`src/rtl/pdua_int_ctrl.sv`:
```
// PDUA memory-mapped interrupt controller: edge-detected pending bits, mask, cause and GIE in a 4-byte window.
// Optional macro PDUA_INTC_SYNC_EN adds a 2-flop input synchronizer ahead of the edge-detect stage.
module pdua_int_ctrl #(
    parameter int                    DATA_WIDTH = 8,
    parameter int                    NUM_SRC    = 4,
    parameter logic [DATA_WIDTH-1:0] BASE_ADDR  = 'hFC
) (
    input  logic                  clk,
    input  logic                  rst,
    input  logic [DATA_WIDTH-1:0] addr,
    input  logic                  wr_rdn,
    input  logic [DATA_WIDTH-1:0] w_data,
    output logic [DATA_WIDTH-1:0] r_data,
    input  logic [NUM_SRC-1:0]    irq_in,
    output logic                  int_out
);

    logic                  hit;
    logic [1:0]            offset;
    logic                  wr_en;
    logic [NUM_SRC-1:0]    samp;
    logic [NUM_SRC-1:0]    prev;
    logic [NUM_SRC-1:0]    rise;
    logic [NUM_SRC-1:0]    pend;
    logic [NUM_SRC-1:0]    mask;
    logic [NUM_SRC-1:0]    pend_en;
    logic [NUM_SRC-1:0]    w1c;
    logic [NUM_SRC-1:0]    pend_next;
    logic                  gie;
    logic [DATA_WIDTH-1:0] cause;
    logic [DATA_WIDTH-1:0] rd_next;
    logic                  unused_w_data;

    assign hit    = (addr[DATA_WIDTH-1:2] == BASE_ADDR[DATA_WIDTH-1:2]);
    assign offset = addr[1:0];
    assign wr_en  = hit & wr_rdn;

    // Upper write-data bits have no destination in any register.
    assign unused_w_data = ^w_data;

`ifdef PDUA_INTC_SYNC_EN
    logic [NUM_SRC-1:0] sync1;

    always_ff @(posedge clk) begin
        if (rst) begin
            sync1 <= '0;
            samp  <= '0;
        end else begin
            sync1 <= irq_in;
            samp  <= sync1;
        end
    end
`else
    always_ff @(posedge clk) begin
        if (rst) begin
            samp <= '0;
        end else begin
            samp <= irq_in;
        end
    end
`endif

    // prev clears on reset, so a line already high at release is seen as an edge.
    always_ff @(posedge clk) begin
        if (rst) begin
            prev <= '0;
        end else begin
            prev <= samp;
        end
    end

    assign rise    = samp & ~prev;
    assign pend_en = pend & mask;

    always_comb begin
        w1c = '0;
        if (wr_en && offset == 2'd0) begin
            w1c = w_data[NUM_SRC-1:0];
        end
    end

    // A new edge wins over a simultaneous write-1-to-clear of the same bit.
    assign pend_next = (pend & ~w1c) | rise;

    always_ff @(posedge clk) begin
        if (rst) begin
            pend <= '0;
            mask <= '0;
            gie  <= 1'b0;
        end else begin
            pend <= pend_next;
            if (wr_en && offset == 2'd1) begin
                mask <= w_data[NUM_SRC-1:0];
            end
            if (wr_en && offset == 2'd3) begin
                gie <= w_data[0];
            end
        end
    end

    // Fixed priority: scanning downward leaves the lowest pending-enabled index.
    always_comb begin
        cause = '0;
        for (int i = NUM_SRC - 1; i >= 0; i--) begin
            if (pend_en[i]) begin
                cause[7]   = 1'b1;
                cause[2:0] = i[2:0];
            end
        end
    end

    always_comb begin
        rd_next = '0;
        if (hit && !wr_rdn) begin
            case (offset)
                2'd0:    rd_next[NUM_SRC-1:0] = pend;
                2'd1:    rd_next[NUM_SRC-1:0] = mask;
                2'd2:    rd_next = cause;
                default: rd_next[0] = gie;
            endcase
        end
    end

    // int_out follows the registered PEND/MASK/GIE, hence one cycle behind them.
    always_ff @(posedge clk) begin
        if (rst) begin
            r_data  <= '0;
            int_out <= 1'b0;
        end else begin
            r_data  <= rd_next;
            int_out <= gie & (|pend_en);
        end
    end

endmodule

```
`config.mk`:
```
export PLATFORM = sky130hd
export DESIGN_NAME = pdua_int_ctrl
export DESIGN_NICKNAME = d
export VERILOG_FILES = /design/src/rtl/pdua_int_ctrl.sv
export SDC_FILE = /design/constraint.sdc
export NUM_CORES = 1
export LEC_CHECK = 0
export CAP_MARGIN = 20
export CORE_MARGIN = 5
export CORE_UTILIZATION = 43
export CTS_CLUSTER_SIZE = 28
export DETAILED_ROUTE_END_ITERATION = 8
export GPL_TIMING_DRIVEN = 0
export PLACE_DENSITY = 0.86
export SLEW_MARGIN = 40
export SYNTH_ARGS = -nofsm -noshare
export SYNTH_HDL_FRONTEND = slang
export SYNTH_SLANG_ARGS = --single-unit
```
`constraint.sdc`:
```
create_clock -name clk -period 1.4 [get_ports clk]
set_clock_uncertainty 0.05 [all_clocks]
set_input_delay 0.28 -clock clk [delete_from_list [all_inputs] [get_ports clk]]
set_output_delay 0.28 -clock clk [all_outputs]
set_load 0.05 [all_outputs]
```
==> run metrics <==
most common cell in the netlist dfxtp_1; status complete, no violations; CTS Hold Bufs 0; final slew viol count 0; die height 55.87 um; nets@finish 147; Site Rows 16; Area Overhead vs Synth 39.97%; Syn Std Cell Area 904.6 um^2; Int Pwr 850.5 uW; clk buf depth 2; Reg clk slew, reported paths 0.12 ns; Worst Setup Start Kind input pin; Sw Ratio 23.97%; P_sw 268.2 uW; initial antenna violation count 0; Main synth FF type dfxtp_1; vias in the first global route 737; Clock Power Share 26.5%; ANT cells 0; Max Freq 0.7350 GHz; ratio of cells with drive above 1 in the final layout 17.89%; r2r startpoint pend[1]$_SDFF_PP0_; Crit Path Max Fanout 8; DRC viols 0; FF-to-FF End r_data[1]$_SDFF_PP0_; Tmin final 1.361 ns; sequential share of power 61.4%; GPL Wtd Cong 0.8245; I/O pins 32; PwrDens 883.6 nW/um^2; #FFs+latches synth 23; final wirelength 1943 um; maximum VDD drop 631.2 uV; Num CTS Buffers 3; initial DRC count 6; fin util 63.89%; setup_tns 0 ns; crit path kind in2reg; Antenna Violating Nets Remaining 0; r2r worst-path depth 3; Sink Count 23; H-tree levels 1; ranking of synthesized cells by area dfxtp_1, mux2i_1, nor2b_1; combinational fraction of design power 12.1%; final setup fails 0; DP HPWL 1527 um; top cell type's share of synthesized area 50.90%; Worst Hold Depth 3; CORE AREA 1982 um^2; ys async rst share 0%; unique cell type count in the Yosys netlist 27; hold path endpoint r_data[7]$_SDFF_PP0_; DR pass1 iterations 4; routed length per instance 12.95 um; total track usage 12.87%; worst skew pair latency 0.30 ns; max_cap viols 0; post-synthesis sequential area ratio 50.90%; largest net degree at the start of global routing 13; crit share post-route 97.19%; Fin. Hold Viols 0; post-synthesis average cell area 9.941 um^2; area leader, netlist dfxtp_1; R2R Setup Slk 0.27 ns; first-pass GRT wire length 3332 um; Die Area 3121 um^2; DR vias/cell 4.980; Hold WS 0.3377 ns; Root Driver clkbuf_4; number of synthesized flops with an enable pin 0; grt ovf 0; Total Power 1119 uW; I/O Buffers 24; Die Wd 55.87 um; Critical Path AT 1.55 ns; Starting Density 45.64%; CP endpoint kind flip-flop; unrepaired setup endpoints after global routing false; vias 747; Worst EP required 1.59 ns; CTS tree yes; static leakage 0.0004733 uW; Hold Path Origin wr_rdn; Synth warnings 0; Worst Hold Class in2reg; Syn Inst Count 91; commonest cells in the netlist dfxtp_1, nor2_1, nor2b_1
cells by family (layout without fill, tap and decap cells):
logic type	after synthesis	in the layout	share of synthesized area, %
AOI/OAI and AO/OA	14	14	12.59
buffers and inverters	10	40	5.393
DFF	23	23	50.90
muxes	6	6	6.639
other	1	3	0.4145
and+or+nand+nor	37	37	24.07
power by group through the flow:
stage                     clock network, uW  registers, uW  logic (uW)
final                                   296            687         135
after global routing                    340            690         147
after CTS                               300            687         137
after detailed placement                  0            702         135
after global placement                    0            700         131
after floorplan                           0            698        64.0
layout by cell type (no fill, tap or decap):
master           instances
nand4_4                  1
nand2_1                  5
o32ai_1                  1
nor4_1                   1
inv_1                    5
nor2_4                   1
buf_4                    5
nand3_1                  4
a22oi_1                  3
clkbuf_4                 3
dlygate4sd2_1            6
a22o_1                   1
nor3_2                   1
nand3_4                  1
o21ai_0                  2
inv_2                    1
and3_1                   1
mux2i_1                  6
or4_4                    1
clkbuf_1                 2
clkdlybuf4s50_1          9
nor2_2                   1
conb_1                   3
nor2_1                   8
a32oi_1                  1
nor2b_1                  9
dlymetal6s2s_1           3
a211o_1                  1
nor4_4                   1
clkdlybuf4s15_2          6
a32o_1                   4
nor3b_1                  1
a31oi_1                  1
nor3_1                   1
dfxtp_1                 23
cell type report:
| class | instances | area (um^2) |
|---|---|---|
| timing repair buffer | 26 | 262.8 |
| clock buffer | 4 | 26.28 |
| multi-input combinational | 60 | 434.2 |
| fill | 160 | 715.7 |
| tap | 27 | 33.78 |
| inverter | 6 | 22.52 |
| sequential | 23 | 460.4 |
| buffer | 4 | 26.28 |
per-layer routing:
layer	wire length, um	track usage (%)	vias up
met4	0	1.017	0
met5	0	0	-
met2	1009	23.31	21
met3	123	3.944	0
met1	810	15.50	348
li1	-	-	378
stage by stage:
stage | setup slack [ns] | area, um^2 | std cells
6_report | 0.03937 | 1266 | 150
5_1_grt | 0.003545 | 1266 | 150
2_1_floorplan | 0.1528 | 912.1 | 93
4_1_cts | 0.008486 | 1259 | 150
3_3_place_gp | -0.4440 | 1186 | 144
3_5_place_dp | -0.4866 | 1186 | 144
sequential cells by signal, summed over array words and instances (netlist names):
name	flops
gie	1
int_out	1
mask	4
pend	4
prev	4
r_data	5
samp	4
how the worst max path moves through the flow:
stage	from	end	slack (ns)	depth (start not counted)
global placement	addr[5]	mask[0]$_SDFFE_PP0P_	-0.44	5
global route	addr[4]	mask[0]$_SDFFE_PP0P_	0.004	6
floorplan	addr[5]	mask[0]$_SDFFE_PP0P_	0.15	4
detailed placement	addr[4]	mask[2]$_SDFFE_PP0P_	-0.49	5
CTS	wr_rdn	mask[2]$_SDFFE_PP0P_	0.008	6
finish	rst	r_data[0]$_SDFF_PP0_	0.04	4
repair_timing:
action,CTS,global route
gates resized for setup,30,3
pin swaps,2,1
setup buffers,2,0
gates cloned,0,0
endpoints found under the setup margin,18,5
worst max-delay path, cell delays in order:
cell and delay (ns):
clkdlybuf4s50_1 0.56, nor4_1 0.39, o21ai_0 0.15, a31oi_1 0.16
No activity file was read; power rests on OpenSTA's default activity.
